--- src/rtl/window_reader.sv ---
// Frame-buffer window reader: maps raster position to a BRAM address for a scaled,
// optionally mirrored SRC_W x SRC_H window, and returns the pixel with aligned raster controls.
module window_reader #(
   parameter int H_WIDTH        = 11,
   parameter int V_WIDTH        = 10,
   parameter int SRC_W          = 320,
   parameter int SRC_H          = 240,
   parameter int ADDR_WIDTH     = 17,
   parameter int PIX_WIDTH      = 11,
   parameter int BRAM_LATENCY   = 2,
   parameter int MAX_SCALE_LOG2 = 2
) (
   input  logic                  clk_in,
   input  logic                  rst_n_in,
   input  logic [H_WIDTH-1:0]    hcount_in,
   input  logic [V_WIDTH-1:0]    vcount_in,
   input  logic                  hsync_in,
   input  logic                  vsync_in,
   input  logic                  blank_in,
   input  logic [H_WIDTH-1:0]    x_off_in,
   input  logic [V_WIDTH-1:0]    y_off_in,
   input  logic [1:0]            scale_in,
   input  logic                  mirror_in,
   output logic [ADDR_WIDTH-1:0] addr_out,
   input  logic [PIX_WIDTH-1:0]  pix_in,
   output logic [PIX_WIDTH-1:0]  pixel_out,
   output logic                  in_window_out,
   output logic                  hsync_out,
   output logic                  vsync_out,
   output logic                  blank_out
);

   localparam int         LAT   = 3 + BRAM_LATENCY;
   localparam int         DLY   = LAT - 1;
   localparam logic [1:0] MAX_S = 2'(MAX_SCALE_LOG2);

   logic                 vsync_prev;
   logic [H_WIDTH-1:0]   cfg_x;
   logic [V_WIDTH-1:0]   cfg_y;
   logic [1:0]           cfg_scale;
   logic                 cfg_mirror;

   logic                 vsync_rise;
   logic [1:0]           scale_clamp;

   assign vsync_rise  = vsync_in & ~vsync_prev;
   assign scale_clamp = (scale_in > MAX_S) ? MAX_S : scale_in;

   always_ff @(posedge clk_in or negedge rst_n_in) begin
      if (!rst_n_in) begin
         vsync_prev <= 1'b0;
         cfg_x      <= '0;
         cfg_y      <= '0;
         cfg_scale  <= '0;
         cfg_mirror <= 1'b0;
      end else begin
         vsync_prev <= vsync_in;
         if (vsync_rise) begin
            cfg_x      <= x_off_in;
            cfg_y      <= y_off_in;
            cfg_scale  <= scale_clamp;
            cfg_mirror <= mirror_in;
         end
      end
   end

   // Stage 1: signed window-relative position, one extra bit so left/above is negative
   logic [H_WIDTH:0] rel_x_c;
   logic [V_WIDTH:0] rel_y_c;
   logic [31:0]      lim_x;
   logic [31:0]      lim_y;
   logic             win_c;

   always_comb begin
      rel_x_c = {1'b0, hcount_in} - {1'b0, cfg_x};
      rel_y_c = {1'b0, vcount_in} - {1'b0, cfg_y};
      lim_x   = 32'(SRC_W) << cfg_scale;
      lim_y   = 32'(SRC_H) << cfg_scale;
      win_c   = !rel_x_c[H_WIDTH] && (32'(rel_x_c) < lim_x) &&
                !rel_y_c[V_WIDTH] && (32'(rel_y_c) < lim_y);
   end

   logic [H_WIDTH-1:0] s1_rel_x;
   logic [V_WIDTH-1:0] s1_rel_y;
   logic [1:0]         s1_scale;
   logic               s1_mirror;

   // Flag pipeline bits: [3]=win [2]=hsync [1]=vsync [0]=blank
   logic [3:0] flag_pipe [DLY];

   always_ff @(posedge clk_in or negedge rst_n_in) begin
      if (!rst_n_in) begin
         s1_rel_x  <= '0;
         s1_rel_y  <= '0;
         s1_scale  <= '0;
         s1_mirror <= 1'b0;
         for (int i = 0; i < DLY; i++) flag_pipe[i] <= '0;
      end else begin
         s1_rel_x     <= rel_x_c[H_WIDTH-1:0];
         s1_rel_y     <= rel_y_c[V_WIDTH-1:0];
         s1_scale     <= cfg_scale;
         s1_mirror    <= cfg_mirror;
         flag_pipe[0] <= {win_c, hsync_in, vsync_in, blank_in};
         for (int i = 1; i < DLY; i++) flag_pipe[i] <= flag_pipe[i-1];
      end
   end

   // Stage 2: downscale to source coordinates; address forced to 0 outside the window
   logic [H_WIDTH-1:0]    sx;
   logic [H_WIDTH-1:0]    sx_m;
   logic [V_WIDTH-1:0]    sy;
   logic [ADDR_WIDTH-1:0] addr_c;

   always_comb begin
      sx     = s1_rel_x >> s1_scale;
      sy     = s1_rel_y >> s1_scale;
      sx_m   = s1_mirror ? (H_WIDTH'(SRC_W - 1) - sx) : sx;
      addr_c = ADDR_WIDTH'(sy) * ADDR_WIDTH'(SRC_W) + ADDR_WIDTH'(sx_m);
   end

   always_ff @(posedge clk_in or negedge rst_n_in) begin
      if (!rst_n_in) begin
         addr_out      <= '0;
         pixel_out     <= '0;
         in_window_out <= 1'b0;
         hsync_out     <= 1'b0;
         vsync_out     <= 1'b0;
         blank_out     <= 1'b0;
      end else begin
         addr_out      <= flag_pipe[0][3] ? addr_c : '0;
         pixel_out     <= (flag_pipe[DLY-1][3] && !flag_pipe[DLY-1][0]) ? pix_in : '0;
         in_window_out <= flag_pipe[DLY-1][3];
         hsync_out     <= flag_pipe[DLY-1][2];
         vsync_out     <= flag_pipe[DLY-1][1];
         blank_out     <= flag_pipe[DLY-1][0];
      end
   end

endmodule
--- config.mk ---
export PLATFORM = sky130hd
export DESIGN_NAME = window_reader
export DESIGN_NICKNAME = d
export VERILOG_FILES = /design/src/rtl/window_reader.sv
export SDC_FILE = /design/constraint.sdc
export NUM_CORES = 1
export LEC_CHECK = 0
export CORE_ASPECT_RATIO = 1.75
export CORE_MARGIN = 2
export CORE_UTILIZATION = 58
export DETAILED_ROUTE_END_ITERATION = 6
export GPL_ROUTABILITY_DRIVEN = 0
export GPL_TIMING_DRIVEN = 0
export MAX_ROUTING_LAYER = met4
export PLACE_DENSITY_LB_ADDON = 0.25
export SLEW_MARGIN = 20
export SYNTH_ARGS = -nofsm -noshare
export SYNTH_HDL_FRONTEND = slang
export SYNTH_SLANG_ARGS = --single-unit
--- constraint.sdc ---
create_clock -name clk_in -period 6 [get_ports clk_in]
set_input_delay 0.6 -clock clk_in [delete_from_list [all_inputs] [get_ports clk_in]]
set_output_delay 0.6 -clock clk_in [all_outputs]
set_load 0.03 [all_outputs]
== Word-level counts from Yosys, hierarchy flattened ==
Cells that the tools add are included.

* Register bits after elaboration: 97
* Input port bits: 61
* Output and inout bits: 32
* Logic and storage cells: 44

* Add/sub/neg operators: 4
* Multiply operators: 1
* $lt $le $gt $ge: 3
* Shift-type cells: 4
* Mux-type cells: 4
* Bitwise gates (word level): 2
* Reductions and logical operators: 7

{| class="wikitable"
|+ Operators with widths
! cell !! count
|-
| less-than comparator 11 x 32 -> 1 bit || 1
|-
| less-than comparator 12 x 32 -> 1 bit || 1
|-
| left shift 8 x 2 -> 32 bit, first input constant || 1
|-
| left shift 9 x 2 -> 32 bit, first input constant || 1
|-
| 2-to-1 mux 11 bit || 2
|-
| adder 17 x 11 -> 17 bit || 1
|-
| 2-to-1 mux 17 bit || 1
|-
| subtractor 11 x 11 -> 12 bit || 1
|-
| multiplier 10 x 3 -> 11 bit, second input constant || 1
|-
| right shift 11 x 2 -> 11 bit || 1
|-
| subtractor 10 x 10 -> 11 bit || 1
|-
| subtractor 9 x 11 -> 11 bit, first input constant || 1
|-
| right shift 10 x 2 -> 10 bit || 1
|-
| logical AND 1 bit || 4
|-
| logical NOT 1 bit || 3
|-
| greater-than comparator 2 bit, second input constant || 1
|-
| 2-to-1 mux 2 bit || 1
|-
| bitwise AND 1 bit || 1
|-
| NOT 1 bit || 1
|}

== Logic depth before layout (Yosys ltp) ==
Gate-level depths: netlist of run 1.

* Depth after elaboration: 5
* Depth in mapped cells: 16

== Least setup slack after synthesis of run 1 ==
No wires, ideal clock.

* Path type: register -> register
* From: register s1_scale[1]
* To: register addr_out[16]
* Setup time: 0.132 ns
* Arrival: 3.469 ns
* Required time: 5.868 ns
* Slack: 2.400 ns
* Cell stages (with the launch flop): 16
* Period minus slack after synthesis: 3.600 ns
* Path through: dfrtp_1 -> clkbuf_1 -> clkbuf_1 -> buf_1 -> o21a_1 -> inv_1 -> ha_1 -> ha_1 -> fa_1 -> ha_1 -> o21a_1 -> o31ai_1 -> a21oi_1 -> nand4_2 -> mux2i_1 -> o211ai_1

* Word-level cells in the longest chain between the ends: 5
* Elaborated cells on any way between the ends: 7

{| class="wikitable"
|+ RTL lines
! item !! line !! text
|-
| start, declared || 85 || <nowiki>logic [1:0] s1_scale;</nowiki>
|-
| start signal, assigned || 101 || <nowiki>s1_scale <= cfg_scale;</nowiki>
|-
| parallel branches: the longest is 3 deep, another holds multiplier 10 x 3 -> 11 bit || n/a ||
|-
| adder 17 x 11 -> 17 bit * || 118 || <nowiki>addr_c = ADDR_WIDTH'(sy) * ADDR_WIDTH'(SRC_W) + ADDR_WIDTH'(sx_m);</nowiki>
|-
| 2-to-1 mux 17 bit * || 130 || <nowiki>addr_out <= flag_pipe[0][3] ? addr_c : '0;</nowiki>
|-
| end signal, assigned || 130 ||
|-
| end, declared || 24 || <nowiki>output logic [ADDR_WIDTH-1:0] addr_out,</nowiki>
|}

Mark *: on every way between the ends.
A chain may end at the register's enable or synchronous reset.

== Worst setup path in the final report of run 1 ==
Ends and elaborated chain as after synthesis.

==> impl_metrics.tcl, run 1 <==
set metrics [dict create \
    drt-pass1-iter-count 4 \
    netlist.area_leader.share 0.446 \
    synth.ff_latch_count 96 \
    crit_fanout 10 \
    cap_violations 0 \
    drc 0 \
    syn_area_per_cell_um2 10.5 \
    clock-sinks 96 \
    clkPwrFrac 0.207 \
    fillCellCount 649 \
    multi_input_area_um2 2760 \
    die_w_um 76.9 \
    synth.area.top_cells "dfrtp_1 (45%), ha_1 (13%), o21ai_0 (3.7%), xnor2_1 (3.2%), inv_1 (2.9%)" \
    power_uw 2940 \
    postLayoutCellArea_um2 6810 \
    drive_above_1_share 0.0722 \
    insertion_delay_ps 350 \
    htree_num_levels 3 \
    worstSetupStartpointType "register" \
    wl_per_cell_um 14.7 \
    setup-tns-final_ps 0 \
    antennaDiodeCount 0 \
    cpPeakStageDelay_ps 440 \
    post_cts_buffers 0 \
    rsz0062_at_grt "no" \
    dpl_cell_area_um2 6490 \
    ys_seq_area_frac 0.446 \
    io_pins 93 \
    max_slew_margin 0.626 \
    finalCritPeriodShare 0.746 \
    portBuffers 92 \
    grt_start_max_net_pins 60 \
    setup_viol 0 \
    crit_top_cell "ha_1" \
    power_frac_seq 0.271 \
    start_util 0.597 \
    grt_pass1_vias 4290 \
    synth-edff-count 0 \
    met1_length_mm 3.84 \
    numCtsBuffers 9 \
    fin_crit_ps 4480 \
    syn_area_um2 5390 \
    layout-area-overhead-vs-synth_pct 26.3 \
    cts-hold-fix-buffers 0 \
    powerDensity_nw_per_um2 432 \
    vias_per_cell 5.46 \
    wl_met3_um 300 \
    crit_slowest_cell "fa_1" \
    ir_drop_v 0.000222 \
    antenna_found_initial 0 \
    switching_power_uw 1150 \
    grt_first_pass_wirelength_mm 18.6 \
    required_ps 6210 \
    place_ws_ps 1750 \
    grt_usage 0.236 \
    clockBufferDepth 2 \
    intPower_uw 1790 \
    synth_cells 514 \
    p_leak_uw 0.00308 \
    status "complete, no violations" \
    path_cells "clkbuf_1 > clkbuf_1 > buf_1 > o21a_1 > inv_1 > ha_1 > ha_1 > fa_1 > ha_1 > o21a_1 > o31ai_1 > a21oi_1 > nand4_2 > mux2i_1 > o211ai_1" \
    route.met2.wl_mm 6.27 \
    vias 4058 \
    cts_tree "done" \
    rows 46 \
    power_frac_comb 0.522 \
    fmax_ghz 0.223 \
    fin_ws_ps 1520 \
    end_kind "register" \
    synth_cell_types 59 \
    synth_nets 633 \
    async_flop_share 1.00 \
    drtAntennaViolNets 0 \
    worst_clock_skew_ps 6.55 \
    hold_path.class "in2async" \
    yosysTopAreaCell "dfrtp_1" \
    arrival_ps 4690 \
    die_area_um2 10100 \
    synth.most_common_cell "dfrtp_1" \
    synth_warnings 0 \
    cts-root-buf "clkbuf_16" \
    finalMaxSlewViolations 0 \
    core_um2 9040 \
    initialDrtViolationCount 156 \
    nets 737 \
    grt-ovfl-total 0 \
    die_h_um 132 \
    wl_mm 10.9 \
    switching_share 0.391 \
    path_class "reg2reg" \
    hold_viol_final 0 \
    path_clk_slew_ps 60 \
    dp.final_hpwl_mm 8.47 \
    synthFlopType "dfrtp_1" \
    dr.max_layer_used "met4" \
    ys_top_cells_by_count "dfrtp_1 (96), ha_1 (54), inv_1 (41), nand2_1 (40), o21ai_0 (40)" \
    regArea_um2 2400 \
    tightest_slew_ps 560 \
    cts_resized 0 \
]
## cells by family after synthesis
group,share of synthesized area
flops,0.446
xor+xnor,0.0487
buf+inv,0.0418
simple gates,0.136
fa+ha+maj,0.140
mux,0.0527
compound gates,0.135
## metal layers
metal,track usage,up-vias
met4,0.141,0
met2,0.438,92
li1,-,1984
met5,-,-
met1,0.226,1940
met3,0.0323,42
## registers in the layout, indices dropped and copies added (netlist names), 2 cells and up
signal / flops
cfg_y: 10
cfg_scale: 2
addr_out: 17
s1_rel_x: 11
s1_rel_y: 10
cfg_x: 11
s1_scale: 2
flag_pipe: 16
pixel_out: 11
## cells in the final DEF (no fill, tap or decap), drive strengths merged, types with 10 or more instances in the layout
cell type and n:
clkbuf 19, a21oi 23, a211oi 12, nand2 40, clkdlybuf4s50 91, o21ai 42
nor2b 17, nor2 31, xnor2 20, xor2 10, ha 54, and2 24
inv 41, mux2i 10, dfrtp 96
## area by class of cell
type                       instances  share of cell area
clock buffer                      10              0.0351
tap                              120              0.0221
multi-input combinational        361               0.406
clock inverter                     6              0.0121
sequential                        96               0.353
timing repair buffer              93               0.139
inverter                          41              0.0226
buffer                            16              0.0105
## critical path, delay by kind of cell (launching register included)
kind	cells	cell delay, ps
AO/OA/AOI/OAI	5	1030
adder cells (fa/ha/maj)	4	1320
buffers and inverters	4	1210
flip-flops	1	330
multiplexers	1	220
AND/OR/NAND/NOR	1	230
## power by group through the flow
stage / Combinational [µW] / Sequential [µW] / Clock, µW
floorplan: 1120 / 830 / 0
global placement: 1420 / 800 / 0
detailed placement: 1490 / 808 / 0
CTS: 1530 / 796 / 619
global route: 1700 / 807 / 648
finish: 1530 / 796 / 609
## path summary, 6_finish.rpt
path,startpoint,end,slack (ps),cells after the start
worst max register to register,s1_scale[1]$_DFF_PN0_,addr_out[16]$_DFF_PN0_,1520,15
worst max-delay path,s1_scale[1]$_DFF_PN0_,addr_out[16]$_DFF_PN0_,1520,15
worst min register to register,flag_pipe[1]$_DFF_PN0_,vsync_out$_DFF_PN0_,350,0
max in group asynchronous,rst_n_in,s1_rel_y[5]$_DFF_PN0_,5130,2
min in group clk_in,flag_pipe[1]$_DFF_PN0_,vsync_out$_DFF_PN0_,350,0
worst min-delay path,rst_n_in,flag_pipe[1]$_DFF_PN0_,210,1
## metrics by stage
step / hold slack, ps / cells / util
floorplan: 304 / 514 / -
global placement: 332 / 726 / 0.715
detailed placement: 335 / 727 / 0.718
CTS: 237 / 743 / 0.754
global route: 257 / 743 / 0.754
finish: 215 / 743 / 0.754
(Power assumes the default switching activity.)
==> inputs of run 2 (changes only) <==
- CORE_UTILIZATION: 58 -> 54
- clock period: 6 -> 4.28 ns (I/O delays scaled with it)
==> run 2 against run 1 <==
Sequential power up 41%. Critical path depth unchanged. Register-to-register slack worse by 1200 ps. Via count up 0.47%. Design area down 0.29%. Clock-buffer cell count down 1. Utilization down 6.0 points. Clock skew up 0.96 ps. Setup slack worse by 1200 ps. Non-clock buffer count down 1. Critical path type unchanged. Critical endpoint unchanged. Largest cell class unchanged.
==> impl_metrics.tcl, run 2 (synthesis results as in run 1) <==
set metrics [dict create \
    finalMaxSlewViolations 0 \
    initialDrtViolationCount 101 \
    wl_met3_um 428 \
    layout-area-overhead-vs-synth_pct 25.9 \
    setup_viol 0 \
    cts-hold-fix-buffers 0 \
    portBuffers 92 \
    met1_length_mm 3.65 \
    dp.final_hpwl_mm 8.35 \
    route.met2.wl_mm 6.10 \
    grt_pass1_vias 4271 \
    grt-ovfl-total 0 \
    crit_fanout 10 \
    cts_resized 0 \
    vias 4077 \
    io_pins 93 \
    antenna_found_initial 0 \
    path_clk_slew_ps 70 \
    drive_above_1_share 0.0772 \
    drc 0 \
    antennaDiodeCount 0 \
    die_area_um2 10800 \
    cts-root-buf "clkbuf_16" \
    core_um2 9790 \
    rr_worst_depth 15 \
    die_w_um 79.5 \
    start_util 0.551 \
    worstSetupStartpointType "register" \
    rsz0062_at_grt "no" \
    status "complete, no violations" \
    numCtsBuffers 9 \
    vias_per_cell 5.46 \
    fmax_ghz 0.253 \
    arrival_ps 4180 \
    drtAntennaViolNets 0 \
    layout_commonest_cell "dfrtp_1" \
    rows 48 \
    hold_viol_final 0 \
    powerDensity_nw_per_um2 593 \
    end_kind "register" \
    path_class "reg2reg" \
    cap_violations 0 \
    grt_start_max_net_pins 62 \
    cts_tree "done" \
    fin_crit_ps 3950 \
    grt_first_pass_wirelength_mm 18.2 \
    post_cts_buffers 0 \
    r2r_end "addr_out[16]$_DFF_PN0_" \
    hold_path.class "in2async" \
    nets 736 \
    fin_hold_ws_ps 28.3 \
    clock-sinks 96 \
    die_h_um 136 \
    drt-pass1-iter-count 4 \
    wl_per_cell_um 14.1 \
    setup-tns-final_ps 0 \
    insertion_delay_ps 350 \
    max_slew_margin 0.591 \
    p_leak_uw 0.00307 \
    dr.max_layer_used "met4" \
    largestRegisters "addr_out: 17 flops, flag_pipe: 16 flops" \
    layout_common_cells "dfrtp_1 (96), clkdlybuf4s50_1 (91), ha_1 (54)" \
    clockBufferDepth 2 \
    rrSetupSlack_ps 330 \
    required_ps 4510 \
    worst_clock_skew_ps 7.51 \
    wl_mm 10.5 \
    ir_drop_v 0.000318 \
    largest_register "addr_out" \
    htree_num_levels 3 \
    largest_register_ffs 17 \
    grt_usage 0.220 \
    tightest_slew_ps 614 \
    finalCritPeriodShare 0.923 \
    reg2reg_from "s1_scale[0]$_DFF_PN0_" \
]
[run 2: cell types whose count changed in the layout (fill, tap and decap cells not counted), moves of 2 or more]
cell	delta
bufinv_16	-2
clkbuf_2	+2
inv_6	+4
clkbuf_1	-2
clkinv_2	-2
[run 2: layout make-up]
type                    count  area [µm²]
fillers                   744        3000
clock inverters             7        60.1
flip-flops and latches     96        2400
repair buffers             93         946
inverters                  41         154
plain buffers              15        70.1
multi-input cells         361        2780
clock buffers               9         225
well taps                 125         156
[run 2: worst max path at each step]
stage	start	cells after the start	slack, ps	endpoint
after CTS	s1_scale[1]$_DFF_PN0_	15	30	addr_out[16]$_DFF_PN0_
after detailed placement	s1_scale[1]$_DFF_PN0_	15	70	addr_out[16]$_DFF_PN0_
after floorplan	s1_scale[1]$_DFF_PN0_	15	680	addr_out[16]$_DFF_PN0_
final	s1_scale[0]$_DFF_PN0_	15	330	addr_out[16]$_DFF_PN0_
after global routing	s1_scale[0]$_DFF_PN0_	15	30	addr_out[16]$_DFF_PN0_
after global placement	rst_n_in	1	-480	cfg_y[2]$_DFFE_PN0P_
[run 2: worst max-delay path, stage by stage (launching register included)]
cell,delay (ps)
dfrtp_1,350
buf_6,150
buf_2,260
buf_2,290
mux2i_1,230
o21a_1,190
inv_1,80
ha_1,280
ha_1,240
fa_1,450
a211oi_4,300
nor2_1,120
nor4_2,390
nand4_2,210
mux2i_1,180
o211ai_1,100
[run 2: where the power goes]
group | total [µW] | switching (µW) | internal (µW) | leakage (µW)
sequential | 1120 | 73.5 | 1040 | 0.00121
combinational | 2140 | 1190 | 951 | 0.00172
clock | 767 | 361 | 406 | 0.000143
[run 2: per-stage QoR]
| step | util | std cells | worst slack (ps) | instance area [µm²] | total power (µW) |
|---|---|---|---|---|---|
| final | 0.694 | 747 | 331 | 6790 | 4030 |
| after floorplan | - | 514 | 680 | 5390 | 2730 |
| after global routing | 0.694 | 747 | 31.5 | 6790 | 4350 |
| after global placement | 0.661 | 731 | -481 | 6470 | 3120 |
| after detailed placement | 0.663 | 732 | 74.1 | 6490 | 3210 |
| after CTS | 0.692 | 748 | 31.6 | 6780 | 4020 |
[run 2: metal layers]
layer  vias up  GRT usage
met5         -          -
li1       1977          -
met1      1957      0.201
met3        34     0.0398
met2       109      0.419
met4         0      0.112
